--- src/rtl/kanagawa_hal_pkg.sv ---
// Shared HAL package: parameter range limits for the HAL input blocks and
// the counter-width helper used to size per-channel filter counters.
package kanagawa_hal_pkg;

  localparam int unsigned SYNC_CHANNELS_MIN = 1;
  localparam int unsigned SYNC_CHANNELS_MAX = 64;
  localparam int unsigned SYNC_DEPTH_MIN    = 2;
  localparam int unsigned SYNC_DEPTH_MAX    = 10;
  localparam int unsigned FILTER_CYCLES_MIN = 1;
  localparam int unsigned FILTER_CYCLES_MAX = 65535;

  // Bits needed to hold 0..max_count, i.e. clog2(max_count+1); never below 1.
  function automatic int unsigned cnt_width(input int unsigned max_count);
    int unsigned w;
    w = 1;
    while ((64'd1 << w) <= 64'(max_count)) w++;
    return w;
  endfunction

endpackage

--- src/rtl/kanagawa_hal_sync_chain.sv ---
// Multi-flop synchronizer for WIDTH independent asynchronous bits.
// Ports:
//   clk    - destination clock
//   rst_n  - asynchronous active-low reset, loads RESET_VALUE into every stage
//   d      - asynchronous inputs
//   q      - synchronized outputs (last stage)
module kanagawa_hal_sync_chain #(
  parameter int unsigned       WIDTH       = 1,
  parameter int unsigned       DEPTH       = 2,
  parameter logic [WIDTH-1:0]  RESET_VALUE = '0
) (
  input  logic             clk,
  input  logic             rst_n,
  input  logic [WIDTH-1:0] d,
  output logic [WIDTH-1:0] q
);

  (* ASYNC_REG = "TRUE" *) logic [WIDTH-1:0] stage_q [DEPTH];
  logic [WIDTH-1:0] stage_d [DEPTH];

  always_comb begin
    stage_d[0] = d;
    for (int unsigned i = 1; i < DEPTH; i++) begin
      stage_d[i] = stage_q[i-1];
    end
  end

  always_ff @(posedge clk or negedge rst_n) begin
    if (!rst_n) begin
      for (int unsigned i = 0; i < DEPTH; i++) begin
        stage_q[i] <= RESET_VALUE;
      end
    end else begin
      for (int unsigned i = 0; i < DEPTH; i++) begin
        stage_q[i] <= stage_d[i];
      end
    end
  end

  assign q = stage_q[DEPTH-1];

endmodule

--- src/rtl/kanagawa_hal_sync_filter.sv ---
// Synchronizes CHANNELS asynchronous inputs and deglitches each one: a new
// level is accepted only after FILTER_CYCLES consecutive differing samples.
// Ports:
//   clk        - single clock domain
//   rst_n      - asynchronous active-low reset
//   din        - raw asynchronous inputs
//   glitch_clr - synchronous per-channel clear of the sticky glitch flags
//   dout       - filtered synchronized levels (registered)
//   rise/fall  - one-cycle pulses when dout accepts 0->1 / 1->0
//   glitch     - sticky flag: a transient was seen and rejected
module kanagawa_hal_sync_filter
  import kanagawa_hal_pkg::*;
#(
  parameter int unsigned         CHANNELS      = 8,
  parameter int unsigned         DEPTH         = 2,
  parameter int unsigned         FILTER_CYCLES = 4,
  parameter logic [CHANNELS-1:0] RESET_VALUE   = '0
) (
  input  logic                clk,
  input  logic                rst_n,
  input  logic [CHANNELS-1:0] din,
  input  logic [CHANNELS-1:0] glitch_clr,
  output logic [CHANNELS-1:0] dout,
  output logic [CHANNELS-1:0] rise,
  output logic [CHANNELS-1:0] fall,
  output logic [CHANNELS-1:0] glitch
);

  localparam int unsigned      CNT_W    = cnt_width(FILTER_CYCLES);
  localparam logic [CNT_W-1:0] CNT_LAST = CNT_W'(FILTER_CYCLES - 1);

  if (CHANNELS < SYNC_CHANNELS_MIN || CHANNELS > SYNC_CHANNELS_MAX) begin : g_chk_channels
    $error("kanagawa_hal_sync_filter: CHANNELS=%0d out of range", CHANNELS);
  end
  if (DEPTH < SYNC_DEPTH_MIN || DEPTH > SYNC_DEPTH_MAX) begin : g_chk_depth
    $error("kanagawa_hal_sync_filter: DEPTH=%0d out of range", DEPTH);
  end
  if (FILTER_CYCLES < FILTER_CYCLES_MIN || FILTER_CYCLES > FILTER_CYCLES_MAX) begin : g_chk_filter
    $error("kanagawa_hal_sync_filter: FILTER_CYCLES=%0d out of range", FILTER_CYCLES);
  end

  logic [CHANNELS-1:0] s;

  kanagawa_hal_sync_chain #(
    .WIDTH       (CHANNELS),
    .DEPTH       (DEPTH),
    .RESET_VALUE (RESET_VALUE)
  ) u_sync (
    .clk   (clk),
    .rst_n (rst_n),
    .d     (din),
    .q     (s)
  );

  logic [CNT_W-1:0]    cnt_q [CHANNELS];
  logic [CNT_W-1:0]    cnt_d [CHANNELS];
  logic [CHANNELS-1:0] dout_q,   dout_d;
  logic [CHANNELS-1:0] rise_q,   rise_d;
  logic [CHANNELS-1:0] fall_q,   fall_d;
  logic [CHANNELS-1:0] glitch_q, glitch_d;

  always_comb begin
    dout_d   = dout_q;
    rise_d   = '0;
    fall_d   = '0;
    // Clear first, then OR in new glitches so a same-cycle set wins.
    glitch_d = glitch_q & ~glitch_clr;
    for (int unsigned ch = 0; ch < CHANNELS; ch++) begin
      cnt_d[ch] = cnt_q[ch];
      if (s[ch] == dout_q[ch]) begin
        // Sample fell back before qualifying: any partial count was a glitch.
        cnt_d[ch] = '0;
        if (cnt_q[ch] != '0) glitch_d[ch] = 1'b1;
      end else if (cnt_q[ch] == CNT_LAST) begin
        dout_d[ch] = s[ch];
        cnt_d[ch]  = '0;
        rise_d[ch] = s[ch];
        fall_d[ch] = ~s[ch];
      end else begin
        cnt_d[ch] = cnt_q[ch] + CNT_W'(1);
      end
    end
  end

  always_ff @(posedge clk or negedge rst_n) begin
    if (!rst_n) begin
      for (int unsigned ch = 0; ch < CHANNELS; ch++) begin
        cnt_q[ch] <= '0;
      end
      dout_q   <= RESET_VALUE;
      rise_q   <= '0;
      fall_q   <= '0;
      glitch_q <= '0;
    end else begin
      for (int unsigned ch = 0; ch < CHANNELS; ch++) begin
        cnt_q[ch] <= cnt_d[ch];
      end
      dout_q   <= dout_d;
      rise_q   <= rise_d;
      fall_q   <= fall_d;
      glitch_q <= glitch_d;
    end
  end

  assign dout   = dout_q;
  assign rise   = rise_q;
  assign fall   = fall_q;
  assign glitch = glitch_q;

endmodule
--- config.mk ---
export PLATFORM = sky130hd
export DESIGN_NAME = kanagawa_hal_sync_filter
export DESIGN_NICKNAME = d
export VERILOG_FILES = /design/src/rtl/kanagawa_hal_pkg.sv /design/src/rtl/kanagawa_hal_sync_chain.sv /design/src/rtl/kanagawa_hal_sync_filter.sv
export SDC_FILE = /design/constraint.sdc
export NUM_CORES = 1
export LEC_CHECK = 0
export BUFFER_PORTS_ARGS = -buffer_cell sky130_fd_sc_hd__buf_2
export CORE_ASPECT_RATIO = 0.9
export CORE_MARGIN = 3
export CORE_UTILIZATION = 52
export CTS_BUF_LIST = sky130_fd_sc_hd__clkbuf_2
export CTS_CLUSTER_DIAMETER = 50
export DETAILED_ROUTE_END_ITERATION = 10
export PLACE_DENSITY = 0.78
export SLEW_MARGIN = 10
export SYNTH_ARGS = -nofsm -noshare
export SYNTH_HDL_FRONTEND = slang
export SYNTH_SLANG_ARGS = --single-unit
--- constraint.sdc ---
create_clock -name clk -period 1.01 [get_ports clk]
set_input_delay 0.202 -clock clk [delete_from_list [all_inputs] [get_ports clk]]
set_output_delay 0.202 -clock clk [all_outputs]
set_load 0.02 [all_outputs]
Word-level counts from Yosys, hierarchy flattened

Index checks and enable logic that the tools add are counted.

Input bits: 18
Flip-flop bits (word level): 72

Multiplexer cells: 64
Reduce and logical (&&, ||, !) cells: 16
Add/subtract/negate cells: 8
Equality and inequality tests: 16
Bitwise operators: 18

Operators by type and width:

| kind                                                            | count |
|---|---|
| 1-bit two-way mux                                               | 48 |
| 3-bit two-way mux                                               | 16 |
| 3-bit by 1-bit adder with 3-bit output, second input constant   | 8 |
| 3-bit by 2-bit == test with 1-bit output, second input constant | 8 |
| 3-bit nonzero test                                              | 8 |
| 1-bit NOT                                                       | 16 |
| 2-bit AND reduction                                             | 8 |
| 8-bit AND                                                       | 1 |
| 1-bit == test                                                   | 8 |
| 8-bit NOT                                                       | 1 |

Depth between registers and ports, before layout

Gate-level depths: netlist of the first run.

Word-level depth: 4
Gate-level depth with buffers: 4
Gate-level depth less buffers: 4

Hierarchy

Synthesis of the first run repeated with hierarchy kept, for this count alone.

Cells, all modules: 202
Area, all modules: 2870.3 um^2

Modules (own cells, without submodules):

| module                   | cells each | times used | seq. area each (um^2) | area each (um^2) |
|---|---|---|---|---|
| kanagawa_hal_sync_filter | 178        | 1          | 1401.3                | 2409.8 |
| kanagawa_hal_sync_chain  | 24         | 1          | 400.4                 | 460.4 |

Worst setup path before layout of the first run

Ideal clock, no wire load.

Path type: flip-flop to flip-flop
From: register cnt_q[21] in the netlist's numbering
To: register dout_q[0] (netlist: dout[0])
Data arrival time: 997 ps
Buffers on the path: 0
Setup slack: -112 ps
Stages on the path, launching flop included: 4
Cells stage by stage: dfrtp_1 ha_1 nor2b_2 mux2_2

Cells in the longest elaborated chain, start to end: 2

RTL lines:

| item                                     | line                           | source |
|---|---|---|
| start, declared                          | kanagawa_hal_sync_filter.sv:55 | `logic [CNT_W-1:0] cnt_q [CHANNELS];` |
| start signal, assigned by index          | kanagawa_hal_sync_filter.sv:96 | `cnt_q[ch] <= cnt_d[ch];` |
| 3-bit by 2-bit == test with 1-bit output | kanagawa_hal_sync_filter.sv:74 | `end else if (cnt_q[ch] == CNT_LAST) begin` |
| 2-bit AND reduction (no line)            | --                             |  |
| end signal, assigned                     | kanagawa_hal_sync_filter.sv:98 | `dout_q <= dout_d;` |
| end, declared                            | kanagawa_hal_sync_filter.sv:57 | `logic [CHANNELS-1:0] dout_q, dout_d;` |

Every way passes these cells.
A chain may end at the register's enable or synchronous reset.

Worst setup path after layout of the first run

From: register dout_q[3] (netlist: dout[3])
To: output port dout[3]

RTL lines:

| item          | line                           | source |
|---|---|---|
| end, declared | kanagawa_hal_sync_filter.sv:23 | `output logic [CHANNELS-1:0] dout,` |

No word-level cell between the ends.

==> flow_summary.ini, run 1 <==
[critical_path]
reg2reg_to = dout[6]$_DFFE_PN0P_
worst-path-stages = 2
crit_buf_inv = 2
cp_common_cell = buf_6
cp-start-kind = flip-flop
path_cells = buf_6 -> buf_6
path_class = flip-flop to primary output
required_ps = 810
rr_worst_depth = 3
reg2reg_from = cnt_q[3]$_DFF_PN0_
r2r_setup_slack_ps = -250
cpMaxStageDelayCell = dfrtp_1
max_stage_delay_ps = 440
crit_fanout = 2
worstPathArrival_ps = 1200
endpoint_kind = primary output
cp_top_family = flip-flops

[yosys]
synthesis.area_sq_um = 2790
ys_seq_area_frac = 0.6457
avgSynthCellArea_sq_um = 14.31
ys_warn_count = 0
yosysTopAreaCellShare = 0.6457
yosysTopAreaCell = dfrtp_1
post_synth_num_cell_types = 17
synth_nets = 229
netlist_instances = 195
synth-seq-cells = 72
synthTopCellsByArea = dfrtp_1 (65%), ha_1 (7.2%), nor3b_1 (3.5%), inv_1 (3.2%), mux2_2 (3.2%)

[timing]
finalSetupViolCount = 79
rsz0062_at_grt = true
hold_viol_final = 0
fin_ws_ps = -388.1
fin_crit_ps = 1398
slew_headroom = 0.7518
tightest_slew_ps = 372.3
finalCritPeriodShare = 1.384
fmax_mhz = 715.3
skew_ps = 31.01
maxSlewViolCount = 0

[floorplanning]
core.rowCount = 24
ioPinCount = 50
die_h_um = 75.49
core_sq_um = 5015
initial_core_util = 0.5564
die-area_sq_um = 6282
fp.dieW_um = 83.22

[clocking]
cts.htree.levels = 3
clkLatencyLatePin_ps = 500
cts_tree = done
root_buffer = clkbuf_2
clkTransAtPathRegs_ps = 210
cts.sinks = 72
numCtsBuffers = 9
clockBufferDepth = 2

[route]
drc = 0
wl_um = 7744
ant_nets = 0
vias_per_cell = 5.058
drt-pass1-iter-count = 6
wire_per_inst_um = 19.36
drtIter0Drc = 103
vias = 2023

[cells_and_area]
fin_nets = 364
fin_area_sq_um = 4636
drive_above_1_share = 0.6239
fill_cells = 144
n_antenna_cell = 0
area_growth_pct = 66.14

[global_routing]
grt_pass1_vias = 2105
grt_max_degree = 73
grt_pass1_wl_um = 10630
antenna_found_initial = 0
grt.total_usage = 0.2258
overflow = 0

[placement]
io_buffers = 49
placed_area_sq_um = 3368
place_hpwl_um = 3193
dp_slack_ps = -155.4
routabilityCongestion = 0.7212

[power]
powerDensity_nw_per_um2 = 2678
p_leak_nw = 2.291
ir_drop_mv = 1.901

[job]
drv_cap = 0

[worst_hold_path]
min_path_type = input pin to async pin

[status]
violations = negative setup slack
outcome = complete, but fails checks
==> metal layers <==
metal  vias to the layer above  global-route usage  wire length [um]  share of wire
met5                         -                   0                 0              0
met4                         0             0.09437               195          0.025
met3                        20             0.06486               337          0.044
met2                        63              0.3968              4067           0.53
met1                      1024              0.2680              3142           0.41
li1                        916                   -                 -              -
==> state kept, by name (all words and copies together), names as in the netlist <==
name,count
cnt_q,24
u_sync.q,8
glitch,8
fall,8
rise,8
u_sync.stage_q,8
dout,8
==> timing repair <==
| item | CTS | global route |
|---|---|---|
| setup buffers | 28 | 15 |
| gates resized for setup | 136 | 44 |
| gates cloned | 0 | 0 |
| hold buffers | 17 | 0 |
| pin swaps | 25 | 25 |
| endpoints found under the setup margin | 73 | 87 |
| endpoints found under the hold margin | 88 | 0 |
==> through the flow <==
| stage | util | setup TNS, ps | std cells | power (mW) | hold WS (ps) |
|---|---|---|---|---|---|
| floorplan | - | -716.5 | 195 | 5.975 | -93.59 |
| CTS | 0.8723 | -12330 | 392 | 10.99 | 196.2 |
| finish | 0.9244 | -12640 | 400 | 12.42 | 233.8 |
| global route | 0.9244 | -16920 | 400 | 13.06 | 233.4 |
| global placement | 0.6717 | -1140 | 333 | 7.142 | 255.5 |
| detailed placement | 0.6717 | -1928 | 333 | 7.303 | 261.2 |
==> cell usage in the layout (no fill, tap or decap), types with 8 or more instances in the layout <==
master,netlist,routed
ha_2,0,8
dlygate4sd3_1,0,17
and3b_1,10,10
ha_4,0,8
buf_6,0,57
inv_1,24,13
clkbuf_2,0,11
mux2_4,0,8
nor2b_4,5,11
dfrtp_1,72,70
buf_2,0,17
nor3b_2,0,9
buf_4,0,32
==> tightest hold or removal path, delay by kind of cell <==
family / cells / cell delay (ps)
buffers and inverters: 3 / 950
==> how the worst max path moves through the flow <==
| stage | startpoint | endpoint | slack (ps) |
|---|---|---|---|
| after global routing | dout[3]$_DFFE_PN0P_ | dout[3] | -460 |
| after global placement | cnt_q[1]$_DFF_PN0_ | dout[7]$_DFFE_PN0P_ | -110 |
| final | dout[3]$_DFFE_PN0P_ | dout[3] | -390 |
| after CTS | dout[3]$_DFFE_PN0P_ | dout[3] | -420 |
| after floorplan | cnt_q[12]$_DFF_PN0_ | dout[3]$_DFFE_PN0P_ | -90 |
| after detailed placement | cnt_q[22]$_DFF_PN0_ | dout[0]$_DFFE_PN0P_ | -160 |
==> report_power, final <==
part	total (mW)	switching [mW]	internal (mW)	leakage (nW)
Sequential	4.08	0.540	3.54	0.919
Combinational	6.80	2.90	3.90	1.30
Clock	1.54	0.968	0.570	0.0708
==> cells by family after synthesis <==
| group | Yosys count | synth area share |
|---|---|---|
| compound gates | 8 | 0.02242 |
| xor+xnor | 11 | 0.03453 |
| fa+ha+maj | 16 | 0.07175 |
| buf+inv | 24 | 0.03229 |
| flops | 72 | 0.6457 |
| mux | 8 | 0.03229 |
| simple gates | 56 | 0.1610 |
==> cell usage after synthesis, drive strengths merged <==
cell type and instances:
nand2b 5, nor3 8, o22ai 3, ha 16, inv 24, xnor2 8, a22o 5, nor3b 13
and2 3, and3b 16, xor2 3, mux2 8, dfrtp 72, nor2b 11
==> final cells by class <==
class | count | area (sq um) | area share
multi-input cells | 99 | 1383 | 0.2982
clock inverters | 5 | 47.55 | 0.01026
well taps | 65 | 81.33 | 0.01754
repair buffers | 124 | 1157 | 0.2497
inverters | 24 | 107.6 | 0.02321
flip-flops and latches | 72 | 1804 | 0.3892
clock buffers | 11 | 55.05 | 0.01188
Power figures use the tool's default switching activity.
==> run 2, diff against run 1 <==
--- a/config.mk
+++ b/config.mk
@@ -13,6 +13,7 @@
 export CTS_CLUSTER_DIAMETER = 50
 export DETAILED_ROUTE_END_ITERATION = 10
 export PLACE_DENSITY = 0.78
+export RECOVER_POWER = 100
 export SLEW_MARGIN = 10
 export SYNTH_ARGS = -nofsm -noshare
 export SYNTH_HDL_FRONTEND = slang
==> flow_summary.ini, run 2 (same netlist as run 1, synthesis figures left out) <==
[status]
outcome = complete, but fails checks
violations = negative setup slack

[route]
wl_um = 7767
drc = 0
drtIter0Drc = 100
vias_per_cell = 5.093
wire_per_inst_um = 19.42
drt-pass1-iter-count = 6
vias = 2037
ant_nets = 0

[worst_hold_path]
min_path_type = input pin to async pin

[critical_path]
rr_worst_depth = 3
reg2reg_from = cnt_q[3]$_DFF_PN0_
cpMaxStageDelayCell = dfrtp_1
required_ps = 810
cp_common_cell = buf_6
endpoint_kind = primary output
path_cells = buf_6 -> buf_6
crit_buf_inv = 2
path_class = flip-flop to primary output
crit_fanout = 2
reg2reg_to = dout[6]$_DFFE_PN0P_
cp_top_family = flip-flops
cp-start-kind = flip-flop
r2r_setup_slack_ps = -250
max_stage_delay_ps = 440
worstPathArrival_ps = 1200

[floorplanning]
die_h_um = 75.49
fp.dieW_um = 83.22
core.rowCount = 24
die-area_sq_um = 6282
core_sq_um = 5015
ioPinCount = 50
initial_core_util = 0.5564

[clocking]
cts_tree = done
cts.sinks = 72
clkLatencyLatePin_ps = 500
root_buffer = clkbuf_2
cts.htree.levels = 3
numCtsBuffers = 9
clkTransAtPathRegs_ps = 210
clockBufferDepth = 2

[timing]
fin_crit_ps = 1401
finalSetupViolCount = 78
skew_ps = 31.12
maxSlewViolCount = 0
hold_viol_final = 0
finalSetupTns_ps = -12760
rsz0062_at_grt = true
hold_slack_ps = 317.3
fin_ws_ps = -390.7
fmax_mhz = 713.9
finalCritPeriodShare = 1.387
slew_headroom = 0.5790
tightest_slew_ps = 631.5

[cells_and_area]
n_antenna_cell = 0
stdcell_count = 400
layout_common_cells = dfrtp_1 (70), buf_6 (58), buf_4 (31)
fin_area_sq_um = 4626
area_growth_pct = 65.78
final_core_util = 0.9224
layout_commonest_cell = dfrtp_1
drive_above_1_share = 0.6209
largest_reg_flops = 24
fin_nets = 364
largest_register = cnt_q

[placement]
place_hpwl_um = 3193
routabilityCongestion = 0.7212
placedCellCount = 333
dp_slack_ps = -155.4
io_buffers = 49
placed_area_sq_um = 3368

[global_routing]
gr-usage-met2 = 0.3968
antenna_found_initial = 0
grt_pass1_vias = 2105
gr-usage-met1 = 0.2680
grt_pass1_wl_um = 10630
grt_max_degree = 73
busiest_layer = met2
grt.total_usage = 0.2258
overflow = 0
gr-usage-met3 = 0.06486

[power]
ir_drop_mv = 1.908
total_power_mw = 12.42
p_leak_nw = 2.285
powerDensity_nw_per_um2 = 2685

[job]
drv_cap = 0
## run 2: cell count changes in the layout (fill, tap and decap cells not counted), sizes merged
cell and delta:
clkbuf +2, buf -2
## run 2: worst max-delay path by stage
stage	from	end	depth (start not counted)
floorplan	cnt_q[12]$_DFF_PN0_	dout[3]$_DFFE_PN0P_	3
global placement	cnt_q[1]$_DFF_PN0_	dout[7]$_DFFE_PN0P_	3
detailed placement	cnt_q[22]$_DFF_PN0_	dout[0]$_DFFE_PN0P_	3
CTS	dout[3]$_DFFE_PN0P_	dout[3]	2
global route	dout[3]$_DFFE_PN0P_	dout[3]	2
finish	dout[3]$_DFFE_PN0P_	dout[3]	2
## run 2: what timing repair did
action	CTS	global route
buffers inserted	28	15
resized for setup	136	44
setup endpoints to repair	73	87
pin swaps	25	25
endpoints found under the hold margin	88	0
hold buffers	17	0
## run 2: power by group
group / leakage, nW / switching, mW / internal (mW)
registers: 0.919 / 0.541 / 3.54
logic: 1.29 / 2.90 / 3.89
clock network: 0.0708 / 0.973 / 0.570
total: 2.28 / 4.42 / 8.00
## run 2: worst min-delay path, cell delays in order
cell and delay, ps:
dlygate4sd3_1 520, buf_2 110, buf_6 480
## run 2: cell type report
class,count,area [sq um]
Multi-Input combinational cell,99,1383
Clock inverter,5,47.55
Fill cell,147,389.1
Inverter,24,107.6
Timing Repair Buffer,124,1147
Sequential cell,72,1804
Tap cell,65,81.33
Clock buffer,11,55.05
## run 2: layer usage
layer	vias to the layer above	wire, um
met5	-	0
li1	915	-
met2	75	4093
met3	18	384
met1	1029	3113
met4	0	176
==> run 3, diff against run 2 <==
--- a/config.mk
+++ b/config.mk
@@ -6,13 +6,15 @@
 export NUM_CORES = 1
 export LEC_CHECK = 0
 export BUFFER_PORTS_ARGS = -buffer_cell sky130_fd_sc_hd__buf_2
+export CELL_PAD_IN_SITES_DETAIL_PLACEMENT = 1
+export CELL_PAD_IN_SITES_GLOBAL_PLACEMENT = 2
 export CORE_ASPECT_RATIO = 0.9
 export CORE_MARGIN = 3
-export CORE_UTILIZATION = 52
+export CORE_UTILIZATION = 36
 export CTS_BUF_LIST = sky130_fd_sc_hd__clkbuf_2
 export CTS_CLUSTER_DIAMETER = 50
 export DETAILED_ROUTE_END_ITERATION = 10
-export PLACE_DENSITY = 0.78
+export PLACE_DENSITY_LB_ADDON = 0.1
 export RECOVER_POWER = 100
 export SLEW_MARGIN = 10
 export SYNTH_ARGS = -nofsm -noshare
==> flow_summary.ini, run 3 (same netlist as run 1, synthesis figures left out) <==
[route]
vias = 1956
drc = 0
wire_per_inst_um = 14.91
wl_um = 6577
ant_nets = 0
drt-pass1-iter-count = 3
drtIter0Drc = 23
vias_per_cell = 4.435

[timing]
maxSlewViolCount = 0
tightest_slew_ps = 657.6
finalCritPeriodShare = 1.398
slew_headroom = 0.5616
finalSetupViolCount = 78
fmax_mhz = 708.0
finalSetupTns_ps = -12250
fin_crit_ps = 1412
fin_ws_ps = -402.3
skew_ps = 32.10
hold_viol_final = 0
rsz0062_at_grt = true
hold_slack_ps = 238.3

[critical_path]
endpoint_kind = primary output
cp_common_cell = buf_6
max_stage_delay_ps = 450
crit_fanout = 4
required_ps = 810
path_class = flip-flop to primary output
cpMaxStageDelayCell = dfrtp_1
path_cells = buf_6 -> buf_6
worstPathArrival_ps = 1210
cp-start-kind = flip-flop

[placement]
place_hpwl_um = 3562
io_buffers = 49
routabilityCongestion = 0.7014
dp_slack_ps = -145.8

[power]
seqPwrFrac = 0.318
ir_drop_mv = 1.458
swShare = 0.3344
p_leak_nw = 2.378
intPower_mw = 8.451
combPwrFrac = 0.538
switchingPower_mw = 4.247
clockPowerShare = 0.145
powerDensity_nw_per_um2 = 2616

[clocking]
clockBufferDepth = 2
clkTransAtPathRegs_ps = 210
cts.sinks = 72
root_buffer = clkbuf_2
clkLatencyLatePin_ps = 500
numCtsBuffers = 9
cts.htree.levels = 3
cts_tree = done

[cells_and_area]
fill_cells = 680
layout_common_cells = dfrtp_1 (70), buf_6 (60), buf_4 (38)
layout_commonest_cell = dfrtp_1
n_antenna_cell = 0
area_growth_pct = 73.99
drive_above_1_share = 0.6466
largest_reg_flops = 24
final_core_util = 0.6656
fin_nets = 377
largest_register = cnt_q

[global_routing]
overflow = 0
grt.total_usage = 0.1509
grt_pass1_wl_um = 10180
grt_pass1_vias = 2130
antenna_found_initial = 0
grt_max_degree = 28

[status]
outcome = complete, but fails checks
violations = negative setup slack

[floorplanning]
core.rowCount = 29
fp.dieW_um = 98.80
die-area_sq_um = 8845
ioPinCount = 50
die_h_um = 89.52
core_sq_um = 7293
initial_core_util = 0.3826

[worst_hold_path]
min_path_type = input pin to async pin

[job]
drv_cap = 0
## run 3: cell types whose count changed in the layout (fill, tap and decap cells not counted), sizes merged
cell / previous run / this run
clkbuf: 13 / 17
clkinv: 4 / 2
bufinv: 1 / 2
buf: 105 / 114
clkinvlp: 0 / 1
## run 3: worst max-delay path, delay by kind of cell, from the launching register on
family,cells,cell delay [ps]
buffers and inverters,2,250
DFF,1,450
## run 3: power by group through the flow
stage / combinational (mW) / sequential, mW / clock [mW]
6_report: 6.83 / 4.04 / 1.84
5_1_grt: 7.35 / 4.13 / 2.07
4_1_cts: 5.71 / 3.97 / 1.92
3_5_place_dp: 3.42 / 4.02 / 0
3_3_place_gp: 3.33 / 4.00 / 0
2_1_floorplan: 1.50 / 4.48 / 0
## run 3: metrics by stage
stage               cells  power, mW  cell area (sq um)
CTS                   431      11.60               4556
global placement      370      7.322               3473
finish                441      12.70               4855
floorplan             195      5.975               2849
detailed placement    370      7.442               3473
global route          441      13.55               4855
## run 3: metal layers
| layer | GRT usage | vias to the layer above | share of wire |
|---|---|---|---|
| li1 | - | 936 | - |
| met1 | 0.1749 | 971 | 0.41 |
| met2 | 0.2598 | 37 | 0.53 |
| met3 | 0.06006 | 12 | 0.043 |
| met4 | 0.04839 | 0 | 0.017 |
| met5 | 0 | - | 0 |
## run 3: repair_timing
action,in CTS,in global routing
setup endpoints to repair,69,88
endpoints found under the hold margin,88,0
pin swaps,26,30
hold buffers,17,0
resized for setup,142,53
buffers inserted,33,23
## run 3: final cells by class
type | count | area (sq um) | share of cell area
well taps | 93 | 116.4 | 0.02397
clock buffers | 11 | 55.05 | 0.01134
clock inverters | 5 | 81.33 | 0.01675
inverters | 24 | 112.6 | 0.02320
repair buffers | 137 | 1247 | 0.2570
multi-input cells | 99 | 1438 | 0.2961
flip-flops and latches | 72 | 1804 | 0.3716
## run 3: path summary, 6_finish.rpt
kind / from / end / slack (ps) / depth (start not counted)
worst max-delay path: dout[5]$_DFFE_PN0P_ / dout[5] / -400 / 2
worst min-delay path: rst_n / fall[7]$_DFF_PN0_ / 240 / 2
worst max register to register: cnt_q[6]$_DFF_PN0_ / dout[5]$_DFFE_PN0P_ / -200 / 3
worst min register to register: u_sync.stage_q[11]$_DFF_PN0_ / u_sync.q[3]$_DFF_PN0_ / 360 / 0
max in group asynchronous: rst_n / cnt_q[20]$_DFF_PN0_ / -10 / 3
min in group clk: din[2] / u_sync.stage_q[10]$_DFF_PN0_ / 320 / 2
